`config.mk`:
```
export PLATFORM = sky130hd
export DESIGN_NAME = proxy_allocator
export DESIGN_NICKNAME = d
export VERILOG_FILES = /design/src/rtl/proxy_allocator.sv
export SDC_FILE = /design/constraint.sdc
export NUM_CORES = 1
export LEC_CHECK = 0
export ABC_AREA = 1
export CAP_MARGIN = 40
export CORE_ASPECT_RATIO = 0.7
export CORE_MARGIN = 2
export CORE_UTILIZATION = 40
export CTS_BUF_LIST = sky130_fd_sc_hd__clkbuf_16
export DETAILED_ROUTE_END_ITERATION = 16
export PLACE_DENSITY = 0.75
export SYNTH_ARGS = -nofsm -noshare
export SYNTH_HDL_FRONTEND = slang
export SYNTH_SLANG_ARGS = --single-unit
export TNS_END_PERCENT = 5
```
`constraint.sdc`:
```
create_clock -name clk -period 1.59 [get_ports clk]
set_clock_uncertainty 0.05 [all_clocks]
set_input_delay 0.318 -clock clk [delete_from_list [all_inputs] [get_ports clk]]
set_output_delay 0.318 -clock clk [all_outputs]
set_load 0.03 [all_outputs]
```
`src/rtl/proxy_allocator.sv`:
```
// Binds faulty systolic-array columns to a small shared pool of spare proxy PEs.
// Columns are scanned round-robin after each self-test; bindings hold until the next weight reload.
module proxy_allocator #(
    parameter int COLS        = 4,
    parameter int ROWS        = 4,
    parameter int NUM_PROXIES = 2,
    localparam int ROW_WIDTH  = $clog2(ROWS),
    localparam int COL_WIDTH  = $clog2(COLS)
) (
    input  logic                             clk,
    input  logic                             rst,
    input  logic                             STW_complete,
    input  logic [COLS-1:0]                  col_fault_detected,
    input  logic [COLS*ROW_WIDTH-1:0]        col_fault_idx,
    input  logic                             weights_reload,
    output logic [COLS-1:0]                  proxy_map_done,
    output logic [NUM_PROXIES-1:0]           proxy_busy,
    output logic [NUM_PROXIES*COL_WIDTH-1:0] proxy_col_sel,
    output logic [NUM_PROXIES*ROW_WIDTH-1:0] proxy_row_sel,
    output logic                             unmapped_fault,
    output logic                             alloc_done
);

    // state  | meaning
    // IDLE   | no mappings; waiting for a self-test result
    // SCAN   | evaluating one column per cycle, starting at rr_ptr
    // DONE   | scan finished; alloc_done high, round-robin pointer advances
    // MAPPED | mappings held until weights_reload
    typedef enum logic [1:0] {
        IDLE   = 2'd0,
        SCAN   = 2'd1,
        DONE   = 2'd2,
        MAPPED = 2'd3
    } state_t;

    localparam int PROXY_WIDTH = (NUM_PROXIES > 1) ? $clog2(NUM_PROXIES) : 1;

    state_t                 state;
    state_t                 state_next;
    logic [COL_WIDTH-1:0]   rr_ptr;
    logic [COL_WIDTH-1:0]   scan_idx;
    logic [COL_WIDTH-1:0]   scan_cnt;
    logic [COL_WIDTH-1:0]   last_grant;
    logic                   granted;
    logic                   free_found;
    logic [PROXY_WIDTH-1:0] free_idx;
    logic                   cur_fault;
    logic [ROW_WIDTH-1:0]   cur_row;
    logic                   scan_last;

    function automatic logic [COL_WIDTH-1:0] wrap_inc(input logic [COL_WIDTH-1:0] v);
        return (v == COL_WIDTH'(COLS - 1)) ? '0 : v + 1'b1;
    endfunction

    always_ff @(posedge clk) begin
        if (rst) state <= IDLE;
        else     state <= state_next;
    end

    always_comb begin
        state_next = state;
        free_found = 1'b0;
        free_idx   = '0;
        cur_fault  = col_fault_detected[scan_idx];
        cur_row    = col_fault_idx[int'(scan_idx)*ROW_WIDTH +: ROW_WIDTH];
        scan_last  = (scan_cnt == COL_WIDTH'(COLS - 1));

        // Walk downward so the lowest-index free proxy wins.
        for (int p = NUM_PROXIES - 1; p >= 0; p--) begin
            if (!proxy_busy[p]) begin
                free_found = 1'b1;
                free_idx   = PROXY_WIDTH'(p);
            end
        end

        case (state)
            IDLE:    if (STW_complete && !weights_reload) state_next = SCAN;
            SCAN:    if (weights_reload) state_next = IDLE;
                     else if (scan_last) state_next = DONE;
            DONE:    state_next = weights_reload ? IDLE : MAPPED;
            MAPPED:  if (weights_reload) state_next = IDLE;
            default: state_next = IDLE;
        endcase
    end

    always_ff @(posedge clk) begin
        if (rst) begin
            rr_ptr         <= '0;
            scan_idx       <= '0;
            scan_cnt       <= '0;
            last_grant     <= '0;
            granted        <= 1'b0;
            proxy_map_done <= '0;
            proxy_busy     <= '0;
            proxy_col_sel  <= '0;
            proxy_row_sel  <= '0;
            unmapped_fault <= 1'b0;
            alloc_done     <= 1'b0;
        end else begin
            alloc_done <= 1'b0;
            if (weights_reload) begin
                // Release the pool from any state; rr_ptr survives so the next scan stays fair.
                proxy_map_done <= '0;
                proxy_busy     <= '0;
                proxy_col_sel  <= '0;
                proxy_row_sel  <= '0;
                unmapped_fault <= 1'b0;
            end else begin
                case (state)
                    IDLE: begin
                        if (STW_complete) begin
                            scan_idx <= rr_ptr;
                            scan_cnt <= '0;
                            granted  <= 1'b0;
                        end
                    end
                    SCAN: begin
                        if (cur_fault) begin
                            if (free_found) begin
                                proxy_busy[free_idx]                                   <= 1'b1;
                                proxy_col_sel[int'(free_idx)*COL_WIDTH +: COL_WIDTH]   <= scan_idx;
                                proxy_row_sel[int'(free_idx)*ROW_WIDTH +: ROW_WIDTH]   <= cur_row;
                                proxy_map_done[scan_idx]                               <= 1'b1;
                                last_grant                                             <= scan_idx;
                                granted                                                <= 1'b1;
                            end else begin
                                unmapped_fault <= 1'b1;
                            end
                        end
                        scan_idx   <= wrap_inc(scan_idx);
                        scan_cnt   <= scan_cnt + 1'b1;
                        alloc_done <= scan_last;
                    end
                    DONE: begin
                        if (granted) rr_ptr <= wrap_inc(last_grant);
                    end
                    default: ;
                endcase
            end
        end
    end

endmodule

```
Yosys cells after proc, flatten, opt, wreduce, memory -nomap -nowiden
Cells that the tools add are included.
{"block": "totals", "latchBits": 0, "regBits": 27, "word_cells": 83, "n_memories": 0, "ramBits": 0, "rom_bits": 0, "output_inout_bits": 16, "input_bits": 16}
{"block": "classes", "add_sub_neg": 4, "muxes": 27, "n_lt_le_gt_ge": 4, "div_mod_pow": 0, "n_reduce_logical": 15, "n_mul": 0, "shifts": 4, "eq_ne": 12, "n_bitwise": 5}
{"cell": "variable part select 2 x 33 -> 4 bit", "count": 2}
{"cell": "negation 2 -> 33 bit", "count": 1}
{"cell": "variable shift 2 x 33 -> 4 bit (first input constant)", "count": 1}
{"cell": "two-way mux 2 bit", "count": 9}
{"cell": "AND reduction 3 bit", "count": 5}
{"cell": "equality test 2 bit (second input constant)", "count": 5}
{"cell": "!= test 2 bit (second input constant)", "count": 5}
{"cell": "two-way mux 1 bit", "count": 9}
{"cell": "bitwise mux 4 bit", "count": 2}
{"cell": "one-hot mux 2 bit (2 select lines)", "count": 2}
{"cell": "one-hot mux 2 bit (4 select lines)", "count": 1}
{"cell": "variable part select 8 x 4 -> 2 bit", "count": 1}
{"cell": "adder 2 x 1 -> 2 bit (second input constant)", "count": 3}
{"cell": "AND reduction 5 bit", "count": 1}
{"cell": "OR 4 bit", "count": 1}
{"cell": "AND reduction 4 bit", "count": 1}
{"cell": "logical AND 1 bit", "count": 3}
{"cell": "less-than comparator 2 x 3 -> 1 bit (second input constant)", "count": 1}
{"cell": "!= test 3 bit (second input constant)", "count": 1}
{"cell": "inverter 1 bit", "count": 3}
{"cell": "OR reduction 3 bit", "count": 1}
{"cell": "binary-select mux 1 bit (select 2 bit)", "count": 1}
{"cell": "demux 1 bit (select 2 bit)", "count": 1}
{"cell": "equality test 2 x 1 -> 1 bit (second input constant)", "count": 1}
{"cell": "10 further kinds", "count": 10}

Logic depth before layout (Yosys ltp)
{"block": "depth", "ltp_word": 7, "ltp_mapped": 9, "mapped_depth_nobuf": 8}

Least setup slack after synthesis
Ideal clock, no wire load.
{"block": "synth_timing", "path_type": "register to register", "start": "register scan_idx[0]", "end": "register scan_idx[1]", "period_less_slack_ns": 1.393, "setup_slack_ns": 0.197, "path_stages_with_launch": 9, "setup_time_ns": 0.122, "path_buffers": 2, "t_required_ns": 1.418, "t_arrival_ns": 1.221, "path_cell_list": "dfxtp_1 -> buf_6 -> inv_4 -> buf_6 -> ha_1 -> nand2_1 -> o21ai_0 -> o21ai_0 -> a21oi_1"}
{"block": "synth_between", "elab_chain_len": 3, "word_cells_on_any_way": 4, "cone_classes": "add/sub (1); eq/ne (1); mux (2)"}
{"item": "start, declared", "line": "41", "text": "logic [COL_WIDTH-1:0] scan_idx;"}
{"item": "start signal, assigned", "line": "112", "text": "scan_idx <= rr_ptr;"}
{"item": "start signal, assigned", "line": "130", "text": "scan_idx <= wrap_inc(scan_idx);"}
{"item": "adder 2 x 1 -> 2 bit or equality test 2 bit (tied branches)", "line": "52", "text": "return (v == COL_WIDTH'(COLS - 1)) ? '0 : v + 1'b1;"}
{"item": "two-way mux 2 bit *", "line": "52"}
{"item": "one-hot mux 2 bit (2 select lines) *", "line": "109", "text": "case (state)"}
Every way passes the cells marked *; elsewhere a longest branch is shown, timed or not.
A chain may end at the register's enable or synchronous reset.

Worst setup path in the final report
{"block": "layout_timing", "start": "register proxy_busy[1]", "end": "output port proxy_busy[1]"}
{"item": "start, declared", "line": "17", "text": "output logic [NUM_PROXIES-1:0] proxy_busy,"}
{"item": "start signal, assigned", "line": "94", "text": "proxy_busy <= '0;"}
{"item": "start signal, assigned", "line": "104", "text": "proxy_busy <= '0;"}
{"item": "start signal, assigned by index", "line": "120", "text": "proxy_busy[free_idx] <= 1'b1;"}
No word-level cell between the ends.

==> run_summary.xml <==
<?xml version="1.0" encoding="UTF-8"?>
<metrics>
  <group name="power">
    <metric name="clock_power_share" unit="">0.301</metric>
    <metric name="internal_power" unit="mW">1.258</metric>
    <metric name="power_frac_comb" unit="">0.287</metric>
    <metric name="cellPowerDensity" unit="mW/mm^2">1012</metric>
    <metric name="overall_power_after_layout" unit="mW">1.867</metric>
    <metric name="p_switching" unit="mW">0.6088</metric>
    <metric name="static_leakage" unit="nW">0.8898</metric>
    <metric name="seq_power_share" unit="">0.412</metric>
    <metric name="p_sw_frac" unit="">0.3262</metric>
    <metric name="worst_ir_drop_vdd" unit="uV">522.7</metric>
  </group>
  <group name="die">
    <metric name="die-width" unit="um">74.62</metric>
    <metric name="die_h" unit="um">53.44</metric>
    <metric name="floorplan.die_area" unit="sq mm">0.003987</metric>
    <metric name="floorplan.core_area" unit="sq mm">0.003233</metric>
    <metric name="floorplan.initialDensity" unit="">0.4319</metric>
    <metric name="std_cell_rows" unit="">17</metric>
    <metric name="top_level_ports" unit="">32</metric>
  </group>
  <group name="job">
    <metric name="number_of_max_capacitance_violations_reported" unit="">0</metric>
  </group>
  <group name="synth">
    <metric name="ys_seq_elements" unit="">27</metric>
    <metric name="yosys.area.top_type" unit="">dfxtp_1</metric>
    <metric name="synthesis.yosys.warnings" unit="">0</metric>
    <metric name="synth_adder_area_share" unit="">0.05376</metric>
    <metric name="cell_area_after_synthesis" unit="sq mm">0.001396</metric>
    <metric name="synth.area.mux_share" unit="">0</metric>
    <metric name="synth_most_common_cell" unit="">nor2_1</metric>
    <metric name="yosys.cell_types.count" unit="">26</metric>
    <metric name="synth.avg_cell_area" unit="sq um">7.388</metric>
    <metric name="netlist_top_cells_count" unit="">35 x nor2_1, 32 x nand2_1, 27 x dfxtp_1, 24 x inv_1, 12 x a21oi_1</metric>
    <metric name="synth_seq_area_share" unit="">0.3871</metric>
    <metric name="number_of_flops_mapped_to_enable_cells_by_yosys" unit="">0</metric>
    <metric name="synth_top_area_frac" unit="">0.3871</metric>
    <metric name="synth-simple-area-share" unit="">0.3280</metric>
    <metric name="postSynthNetCount" unit="">211</metric>
    <metric name="synth.area.top_cells" unit="">dfxtp_1 39%, nor2_1 9.4%, nand2_1 8.6%, inv_1 6.5%, ha_1 5.4%</metric>
    <metric name="largest_family_of_logic_cells_by_synthesized_area" unit="">simple AND/OR/NAND/NOR gates</metric>
    <metric name="synth_async_sr_flop_share" unit="">0</metric>
    <metric name="synth-compound-area-share" unit="">0.1299</metric>
    <metric name="dominantRegCellSynth" unit="">dfxtp_1</metric>
    <metric name="synth-xor-area-share" unit="">0</metric>
    <metric name="syn-instance-count" unit="">189</metric>
  </group>
  <group name="clock_tree">
    <metric name="clk_pin_slew" unit="ps">60</metric>
    <metric name="clock_tree.root_cell" unit="">clkbuf_16</metric>
    <metric name="htreeDepth" unit="">1</metric>
    <metric name="insertion_delay" unit="ps">260</metric>
    <metric name="postCtsSetupBuffers" unit="">0</metric>
    <metric name="max-clock-path-buffers" unit="">2</metric>
    <metric name="cts_made_buffers" unit="">3</metric>
    <metric name="clock_tree_from_tritoncts" unit="">built</metric>
    <metric name="clock_sink_total" unit="">27</metric>
  </group>
  <group name="drt">
    <metric name="routed-via-count" unit="">1283</metric>
    <metric name="first_iter_violations" unit="">60</metric>
    <metric name="avg_wl_per_cell" unit="um">10.91</metric>
    <metric name="drcViolationCount" unit="">0</metric>
    <metric name="dr.pass1.iters" unit="">6</metric>
    <metric name="route.antenna.remaining_nets" unit="">0</metric>
    <metric name="via_density" unit="">4.682</metric>
    <metric name="postRouteWirelength" unit="um">2988</metric>
  </group>
  <group name="placed_design">
    <metric name="dpl.hpwl" unit="um">2292</metric>
    <metric name="port_buffer_cells" unit="">31</metric>
    <metric name="place_ws" unit="ps">-55.10</metric>
    <metric name="finalWeightedCongestion" unit="">0.8734</metric>
  </group>
  <group name="sta">
    <metric name="setup_slack" unit="ps">170.9</metric>
    <metric name="maxClockFrequency" unit="GHz">0.7047</metric>
    <metric name="hold_viol_final" unit="">0</metric>
    <metric name="period_needed" unit="ps">1419</metric>
    <metric name="worst_relative_slew_slack" unit="">0.7906</metric>
    <metric name="finalSetupViolCount" unit="">0</metric>
    <metric name="slew_viol_final" unit="">0</metric>
    <metric name="period_share" unit="">0.8925</metric>
    <metric name="tightestPinTransition" unit="ps">313.5</metric>
    <metric name="rsz0062_at_grt" unit="">no</metric>
  </group>
  <group name="run_status">
    <metric name="outcome" unit="">completed</metric>
  </group>
  <group name="layout">
    <metric name="antennaDiodeCount" unit="">0</metric>
    <metric name="area_overhead_of_the_layout_relative_to_synthesis" unit="%">32.08</metric>
    <metric name="finalNetCount" unit="">250</metric>
    <metric name="n_fill_cell" unit="">329</metric>
    <metric name="post-route-util" unit="">0.5704</metric>
    <metric name="drive_above_1_share" unit="">0.1233</metric>
  </group>
  <group name="global_route">
    <metric name="grt_start_max_net_pins" unit="">15</metric>
    <metric name="grt_overflow_total" unit="">0</metric>
    <metric name="grt_usage" unit="">0.1762</metric>
    <metric name="vias_in_the_first_global_route" unit="">1112</metric>
    <metric name="antenna_found_initial" unit="">0</metric>
    <metric name="grt_pass1_wl" unit="um">5181</metric>
  </group>
  <group name="critical_path">
    <metric name="critical_path.top_delay_family" unit="">buffers and inverters</metric>
    <metric name="setup.worst_path.class" unit="">register to primary output</metric>
    <metric name="worstPathMaxFanout" unit="">4</metric>
    <metric name="crit_arrival" unit="ps">1050</metric>
    <metric name="cp-end-kind" unit="">primary output</metric>
    <metric name="worst-path-buf-inv" unit="">1</metric>
    <metric name="path_cells" unit="">dlygate4sd2_1</metric>
    <metric name="crit_path_start_kind" unit="">register</metric>
    <metric name="critPathRequiredTime" unit="ps">1220</metric>
    <metric name="critPathMaxStageDelay" unit="ps">410</metric>
    <metric name="crit_path_top_delay_cell" unit="">dlygate4sd2_1</metric>
  </group>
  <group name="min_path">
    <metric name="hold_class" unit="">register to register</metric>
  </group>
</metrics>
[routing by layer]
layer / vias to the layer above / track usage / routed length (um)
met4: 0 / 0.02679 / 11
met2: 39 / 0.2330 / 1114
li1: 690 / - / -
met1: 550 / 0.2738 / 1616
met5: - / 0 / 0
met3: 4 / 0.05714 / 246
[cells in the final DEF, fill, tap and decap left out, types with 2 or more instances in the layout]
cell / Yosys / routed
clkdlybuf4s50_1: 0 / 15
o22ai_1: 2 / 2
nor2_2: 2 / 2
nor2_1: 35 / 35
a21oi_1: 12 / 12
nand3_1: 2 / 2
buf_4: 1 / 6
ha_1: 6 / 6
o21ai_0: 10 / 10
nand3_2: 4 / 4
nand4_1: 11 / 11
nand2_4: 2 / 2
nand2_1: 32 / 32
nor2_4: 2 / 2
dfxtp_1: 27 / 26
clkbuf_16: 0 / 3
inv_1: 24 / 25
inv_2: 4 / 4
o21a_1: 2 / 2
nand4_2: 2 / 2
dlygate4sd2_1: 0 / 15
[worst paths after layout]
path                     startpoint                 to  slack [ps]  cells past startpoint
hold / removal    proxy_map_done[2]  proxy_map_done[2]         400                      2
hold reg to reg   proxy_map_done[2]  proxy_map_done[2]         400                      2
setup reg to reg        scan_idx[0]   proxy_col_sel[2]         270                      7
setup / recovery      proxy_busy[1]      proxy_busy[1]         170                      1
[power by group through the flow]
stage	logic [mW]	registers, mW	clock network (mW)
2_1_floorplan	0.377	0.798	0
3_3_place_gp	0.533	0.782	0
3_5_place_dp	0.540	0.783	0
4_1_cts	0.536	0.767	0.570
5_1_grt	0.613	0.777	0.591
6_report	0.536	0.768	0.562
[cells by family after synthesis]
group	after synthesis
and+or+nand+nor	93
AOI/OAI and AO/OA	31
adders and majority gates	6
buffers and inverters	32
DFF	27
[registers in the layout (all words and copies together), names as in the netlist]
register,count
proxy_row_sel,4
last_grant,2
proxy_col_sel,4
proxy_busy,2
alloc_done,1
granted,1
proxy_map_done,4
scan_idx,2
scan_cnt,2
rr_ptr,2
state,2
unmapped_fault,1
[timing repair]
action,in CTS,in global routing
setup endpoints to repair,15,3
gates resized for setup,15,2
hold buffers,0,0
hold endpoints to repair,0,0
[area by class of cell]
class / count / area [sq um] / area share
Clock buffer: 3 / 75.07 / 0.04071
Clock inverter: 1 / 3.754 / 0.002035
Inverter: 29 / 111.4 / 0.06038
Multi-Input combinational cell: 130 / 714.4 / 0.3874
Sequential cell: 27 / 541.8 / 0.2938
Tap cell: 47 / 58.81 / 0.03189
Timing Repair Buffer: 37 / 339.1 / 0.1839
[through the flow]
step / TNS, ps / cell area (sq um) / hold WS (ps) / instances
floorplan: 0 / 1396 / 340.4 / 189
detailed placement: -56.98 / 1780 / 392.2 / 270
global route: 0 / 1844 / 410.3 / 274
CTS: 0 / 1841 / 399.4 / 274
finish: 0 / 1844 / 399.1 / 274
global placement: -26.45 / 1780 / 386.7 / 270
No activity file was read; power rests on OpenSTA's default activity.
